<file path="src/rtl/mem_req_pkg.sv">
// Shared types and constants for the SDRAM request front end.
package mem_req_pkg;

  localparam int unsigned ADDR_W = 22;
  localparam int unsigned DATA_W = 16;
  localparam logic [DATA_W-1:0] TIMEOUT_FILL = 16'hDEAD;

  typedef enum logic [2:0] {
    IDLE      = 3'd0,
    ISSUE     = 3'd1,
    GUARD     = 3'd2,
    WAIT_DATA = 3'd3,
    RESP      = 3'd4,
    WAIT_RDY  = 3'd5
  } mq_state_t;

  typedef struct packed {
    logic              we;
    logic [ADDR_W-1:0] addr;
    logic [DATA_W-1:0] wdata;
  } mem_req_t;

  localparam int unsigned REQ_W = $bits(mem_req_t);

endpackage

</file>
<file path="src/rtl/mem_req_fifo.sv">
// Request buffer: power-of-two ring with naturally wrapping pointers, no bypass.
module mem_req_fifo #(
  parameter int unsigned DEPTH = 4,
  parameter int unsigned WIDTH = 39
) (
  input  logic                         clock,
  input  logic                         reset,
  input  logic                         push,
  input  logic [WIDTH-1:0]             push_data,
  input  logic                         pop,
  output logic [WIDTH-1:0]             head,
  output logic                         full,
  output logic                         empty,
  output logic [$clog2(DEPTH+1)-1:0]   count
);

  localparam int unsigned PTR_W = $clog2(DEPTH);
  localparam int unsigned CNT_W = $clog2(DEPTH + 1);

  logic [WIDTH-1:0] store [DEPTH];
  logic [PTR_W-1:0] wr_ptr;
  logic [PTR_W-1:0] rd_ptr;
  logic             do_push;
  logic             do_pop;

  // Full blocks a push even when a pop happens in the same cycle.
  assign full    = (count == CNT_W'(DEPTH));
  assign empty   = (count == '0);
  assign do_push = push && !full;
  assign do_pop  = pop && !empty;
  assign head    = store[rd_ptr];

  always_ff @(posedge clock) begin
    if (reset) begin
      wr_ptr <= '0;
      rd_ptr <= '0;
      count  <= '0;
    end else begin
      if (do_push) wr_ptr <= wr_ptr + PTR_W'(1);
      if (do_pop)  rd_ptr <= rd_ptr + PTR_W'(1);
      case ({do_push, do_pop})
        2'b10:   count <= count + CNT_W'(1);
        2'b01:   count <= count - CNT_W'(1);
        default: count <= count;
      endcase
    end
  end

  always_ff @(posedge clock) begin
    if (do_push) store[wr_ptr] <= push_data;
  end

endmodule

</file>
<file path="src/rtl/mem_req_queue.sv">
// Request front end for the SDRAM controller: buffers client requests, issues them one at a time,
// returns read data in order. Optional read-data watchdog enabled by MEM_REQ_TIMEOUT_EN.
module mem_req_queue
  import mem_req_pkg::*;
#(
  parameter int unsigned DEPTH   = 4,
  parameter int unsigned TIMEOUT = 64
) (
  input  logic              clock,
  input  logic              reset,
  input  logic              req_valid,
  output logic              req_ready,
  input  logic              req_we,
  input  logic [ADDR_W-1:0] req_addr,
  input  logic [DATA_W-1:0] req_wdata,
  output logic              resp_valid,
  input  logic              resp_ready,
  output logic [DATA_W-1:0] resp_rdata,
  input  logic              mc_init_done,
  input  logic              mc_ready,
  output logic              mc_we,
  output logic              mc_re,
  output logic [ADDR_W-1:0] mc_addr,
  output logic [DATA_W-1:0] mc_data_in,
  input  logic [DATA_W-1:0] mc_data_out,
  input  logic              mc_data_out_valid,
  output logic              busy,
  output logic              timeout_err
);

  localparam int unsigned CNT_W = $clog2(DEPTH + 1);

  if (DEPTH < 2 || (DEPTH & (DEPTH - 1)) != 0 || TIMEOUT < 2) begin : g_bad_cfg
    $error("mem_req_queue: DEPTH must be a power of two >= 2 and TIMEOUT >= 2");
  end

  mq_state_t         state;
  mem_req_t          cmd;
  mem_req_t          req_in;
  logic [REQ_W-1:0]  fifo_head;
  logic              fifo_full;
  logic              fifo_empty;
  logic [CNT_W-1:0]  fifo_count;
  logic              pop;

  assign req_in = '{we: req_we, addr: req_addr, wdata: req_wdata};

  mem_req_fifo #(
    .DEPTH (DEPTH),
    .WIDTH (REQ_W)
  ) u_fifo (
    .clock     (clock),
    .reset     (reset),
    .push      (req_valid),
    .push_data (req_in),
    .pop       (pop),
    .head      (fifo_head),
    .full      (fifo_full),
    .empty     (fifo_empty),
    .count     (fifo_count)
  );

  // Issue leaves IDLE only when init is done and the controller is idle.
  assign pop = (state == IDLE) && !fifo_empty && mc_init_done && mc_ready;

  assign req_ready  = !fifo_full;
  assign busy       = (state != IDLE) || (fifo_count != '0);
  assign resp_valid = (state == RESP);
  assign mc_we      = (state == ISSUE) && cmd.we;
  assign mc_re      = (state == ISSUE) && !cmd.we;
  assign mc_addr    = cmd.addr;
  assign mc_data_in = cmd.wdata;

`ifdef MEM_REQ_TIMEOUT_EN
  localparam int unsigned TMO_W = $clog2(TIMEOUT + 1);
  logic [TMO_W-1:0] tmo_cnt;
  logic             tmo_err;
  assign timeout_err = tmo_err;
`else
  assign timeout_err = 1'b0;
`endif

  // Command sequencer; command and response registers hold between transactions.
  always_ff @(posedge clock) begin
    if (reset) begin
      state      <= IDLE;
      cmd        <= '0;
      resp_rdata <= '0;
`ifdef MEM_REQ_TIMEOUT_EN
      tmo_cnt    <= '0;
      tmo_err    <= 1'b0;
`endif
    end else begin
      case (state)
        IDLE: begin
          if (pop) begin
            cmd   <= mem_req_t'(fifo_head);
            state <= ISSUE;
          end
        end
        ISSUE: begin
          state <= GUARD;
`ifdef MEM_REQ_TIMEOUT_EN
          if (!cmd.we) tmo_cnt <= '0;
`endif
        end
        GUARD: begin
          // Controller may still show ready here; data can already arrive.
          if (cmd.we) begin
            state <= WAIT_RDY;
          end else if (mc_data_out_valid) begin
            resp_rdata <= mc_data_out;
            state      <= RESP;
          end else begin
            state <= WAIT_DATA;
`ifdef MEM_REQ_TIMEOUT_EN
            tmo_cnt <= tmo_cnt + TMO_W'(1);
`endif
          end
        end
        WAIT_DATA: begin
          if (mc_data_out_valid) begin
            resp_rdata <= mc_data_out;
            state      <= RESP;
          end
`ifdef MEM_REQ_TIMEOUT_EN
          else if (tmo_cnt >= TMO_W'(TIMEOUT - 1)) begin
            tmo_err    <= 1'b1;
            resp_rdata <= TIMEOUT_FILL;
            state      <= RESP;
          end else begin
            tmo_cnt <= tmo_cnt + TMO_W'(1);
          end
`endif
        end
        RESP: begin
          if (resp_ready) state <= WAIT_RDY;
        end
        WAIT_RDY: begin
          if (mc_ready) state <= IDLE;
        end
        default: state <= IDLE;
      endcase
    end
  end

endmodule
</file>
<file path="config.mk">
export PLATFORM = sky130hd
export DESIGN_NAME = mem_req_queue
export DESIGN_NICKNAME = d
export VERILOG_FILES = /design/src/rtl/mem_req_pkg.sv /design/src/rtl/mem_req_fifo.sv /design/src/rtl/mem_req_queue.sv
export SDC_FILE = /design/constraint.sdc
export NUM_CORES = 1
export LEC_CHECK = 0
export CELL_PAD_IN_SITES_DETAIL_PLACEMENT = 2
export CELL_PAD_IN_SITES_GLOBAL_PLACEMENT = 2
export CORE_MARGIN = 2
export CORE_UTILIZATION = 45
export CTS_BUF_LIST = sky130_fd_sc_hd__clkbuf_8
export CTS_CLUSTER_SIZE = 14
export DETAILED_ROUTE_END_ITERATION = 8
export DONT_BUFFER_PORTS = 1
export GPL_TIMING_DRIVEN = 0
export HOLD_SLACK_MARGIN = 0.1
export PLACE_DENSITY = 0.9
export SYNTH_ARGS = -nofsm -noshare
export SYNTH_HDL_FRONTEND = slang
export SYNTH_SLANG_ARGS = --single-unit
export TNS_END_PERCENT = 20
</file>
<file path="constraint.sdc">
create_clock -name clock -period 3.39 [get_ports clock]
set_clock_uncertainty 0.2 [all_clocks]
set_input_delay 1.017 -clock clock [delete_from_list [all_inputs] [get_ports clock]]
set_output_delay 1.017 -clock clock [all_outputs]
set_load 0.005 [all_outputs]
</file>
==> reports/qor.yml <==
status:
  status: "finished clean"
die:
  core_area_sq_um: 18710
  dieArea_sq_um: 20170
  fp-row-count: 50
  die_h_um: 142.0
  die_x_um: 142.0
  io_pins: 122
  initial_core_util_pct: 45.83
global_routing:
  grt_pass1_wl_um: 30500
  antenna_found_initial: 0
  grt_max_degree: 23
  track_usage_pct: 20.32
  overflow: 0
  grt_pass1_vias: 5324
yosys:
  synth_edf_count: 156
  syn_nets: 609
  async_flop_share_pct: 0
  synth_top_cells_by_area: "edfxtp_1 (55%), dfxtp_1 (15%), mux4_2 (10%)"
  ys_seq_area_share_pct: 69.82
  synth_area_per_cell_sq_um: 15.85
  synth_area_sq_um: 8573
  ys_ff_latch: 221
  synth_cell_types: 39
  yosys.area.top_type: "edfxtp_1"
  yosysWarningCount: 0
  syn_inst: 541
  netlist.area_leader.share_pct: 54.64
  synth_ff_type: "edfxtp_1"
placement:
  io_buffers: 0
  pre_cts_slack_ns: 0.3245
  placed_cells: 779
  hpwl_um: 13480
  dpl_cell_area_sq_um: 8951
  gp_congestion: 0.7438
detailed_routing:
  finalWirelength_um: 19870
  drt_iter0_markers: 162
  route.detailed.drc: 0
  wl_met3_um: 954
  ant_nets: 0
  vias_per_cell: 5.389
  via_count: 4559
  top_layer: "met4"
  wl_met1_um: 7722
  wl_met2_um: 10790
  firstDrtPassIters: 4
  post_drt_wl_per_cell_um: 23.49
final_layout:
  layout_common_cells: "edfxtp_1 (156), nand2_1 (82), dfxtp_1 (65)"
  drive_gt1_share_pct: 27.29
  ff_latch_area_sq_um: 5986
  fillers: 1680
  stdcell_count: 846
  stdcell_area_sq_um: 9594
  fin_nets: 652
  multi_input_area_sq_um: 2096
  final_common_cell: "edfxtp_1"
  antenna_cells: 0
  post-route-util_pct: 51.29
  area_delta_synth_final_pct: 11.91
timing:
  tns_ns: 0
  worst_pin_slew_ns: 0.8116
  max_clock_freq_mhz: 361.7
  relSlewSlack_pct: 45.90
  period_share_pct: 81.55
  hold_slack_ns: 0.2605
  setup_viol: 0
  final_max_slew_viol_count: 0
  final.min_clock_period_ns: 2.764
  finalHoldViolCount: 0
  rsz0062_at_grt: "false"
  worst_slack_ns: 0.6256
clocking:
  cts_sinks: 221
  clk-insertion-delay-late_ns: 0.52
  cts_buffers: 37
  postCtsSetupBuffers: 0
  post_cts_resized: 0
  clkTransAtPathRegs_ns: 0.06
  htree_levels: 2
  cts_tree: "done"
  cts_root_buffer: "clkbuf_8"
  clockBufferDepth: 3
  hold_buffers: 0
critical_path:
  worstSetupPathType: "flip-flop to primary output"
  worstSetupEndpointType: "primary output"
  crit_required_ns: 2.17
  cp-start-kind: "flip-flop"
  arrival_ns: 1.55
  path_max_fanout: 10
power_and_ir_drop:
  pwr-share-comb_pct: 14.7
  p_sw_share_pct: 26.29
  p_total_mw: 6.228
  powerDensity_nw_per_um2: 649.1
  p_leak_nw: 3.238
  vdd_ir_drop_max_uv: 324.9
  p_int_mw: 4.591
  power.switching_mw: 1.637
  pwr-share-clk_pct: 33.3
  pwr-share-seq_pct: 52.0
min_path:
  min_path_type: "flip-flop to flip-flop"
run:
  cap_violations: 0
path summary, 6_finish.rpt:
path                                startpoint  cells past startpoint                           end  slack [ns]
hold reg to reg    mc_data_in[14]$_SDFFE_PP0P_                      2   mc_data_in[14]$_SDFFE_PP0P_        0.26
setup / recovery         state[0]$_SDFFE_PP0P_                      2                         mc_we        0.63
setup reg to reg  u_fifo.count[0]$_SDFFE_PP0P_                      9  u_fifo.count[2]$_SDFFE_PP0P_        0.67
hold / removal     mc_data_in[14]$_SDFFE_PP0P_                      2   mc_data_in[14]$_SDFFE_PP0P_        0.26
worst max-delay path, stage by stage (launching register included):
cell	delay (ns)
dfxtp_1	0.41
buf_2	0.26
nor4b_1	0.37
cells in the mapped netlist, types with 2 or more instances:
library cell  number
a21oi_2           10
nor3_4             2
ha_1               5
buf_6              4
a21oi_1           34
o21ai_0            2
dfxtp_1           65
and3_1             4
edfxtp_1         156
nor3_1             3
inv_2              2
nand3_1            2
xor2_1             2
buf_4             47
nor2_1            23
mux2i_1           19
inv_1              4
nand2b_1           2
clkbuf_1           8
nor4b_1            2
mux4_2            39
buf_1              3
buf_2              4
xnor2_1            3
nand2_1           82
cell type report:
cell class	instances	share of cell area, %
inverter	6	0.2347
tap	234	3.052
buffer	67	4.943
timing repair buffer	4	0.8346
sequential	221	62.39
clock inverter	29	1.252
clock buffer	38	5.451
multi-input combinational	247	21.84
power by group through the flow:
stage / Sequential [mW] / Clock [mW] / Combinational [mW]
6_report: 3.24 / 2.08 / 0.916
2_1_floorplan: 3.25 / 0 / 0.706
3_5_place_dp: 3.29 / 0 / 0.931
4_1_cts: 3.24 / 2.14 / 0.937
3_3_place_gp: 3.27 / 0 / 0.852
5_1_grt: 3.26 / 2.26 / 1.01
flip-flops by register name (all words and copies together) (netlist names):
register / cells
u_fifo.count: 3
mc_data_in: 16
mc_addr: 22
resp_rdata: 16
u_fifo.store: 156
u_fifo.rd_ptr: 2
state: 3
u_fifo.wr_ptr: 2
cmd: 1
kinds of logic (layout without fill, tap and decap cells):
kind of cell / after synthesis / count (layout) / synth area share (%)
AND/OR/NAND/NOR: 128 / 128 / 6.801
AO/OA/AOI/OAI: 49 / 49 / 3.605
buffers and inverters: 73 / 144 / 5.794
other: 1 / 1 / 0.04374
flip-flops: 221 / 221 / 69.82
multiplexers: 58 / 58 / 12.46
adder cells (fa/ha/maj): 6 / 6 / 0.9632
XOR/XNOR: 5 / 5 / 0.5109
metal layers:
layer | GRT usage, % | up-vias
met5 | 0 | -
li1 | - | 2046
met1 | 23.33 | 2352
met4 | 7.158 | 0
met2 | 37.60 | 131
met3 | 4.172 | 30
No activity file was read; power rests on OpenSTA's default activity.
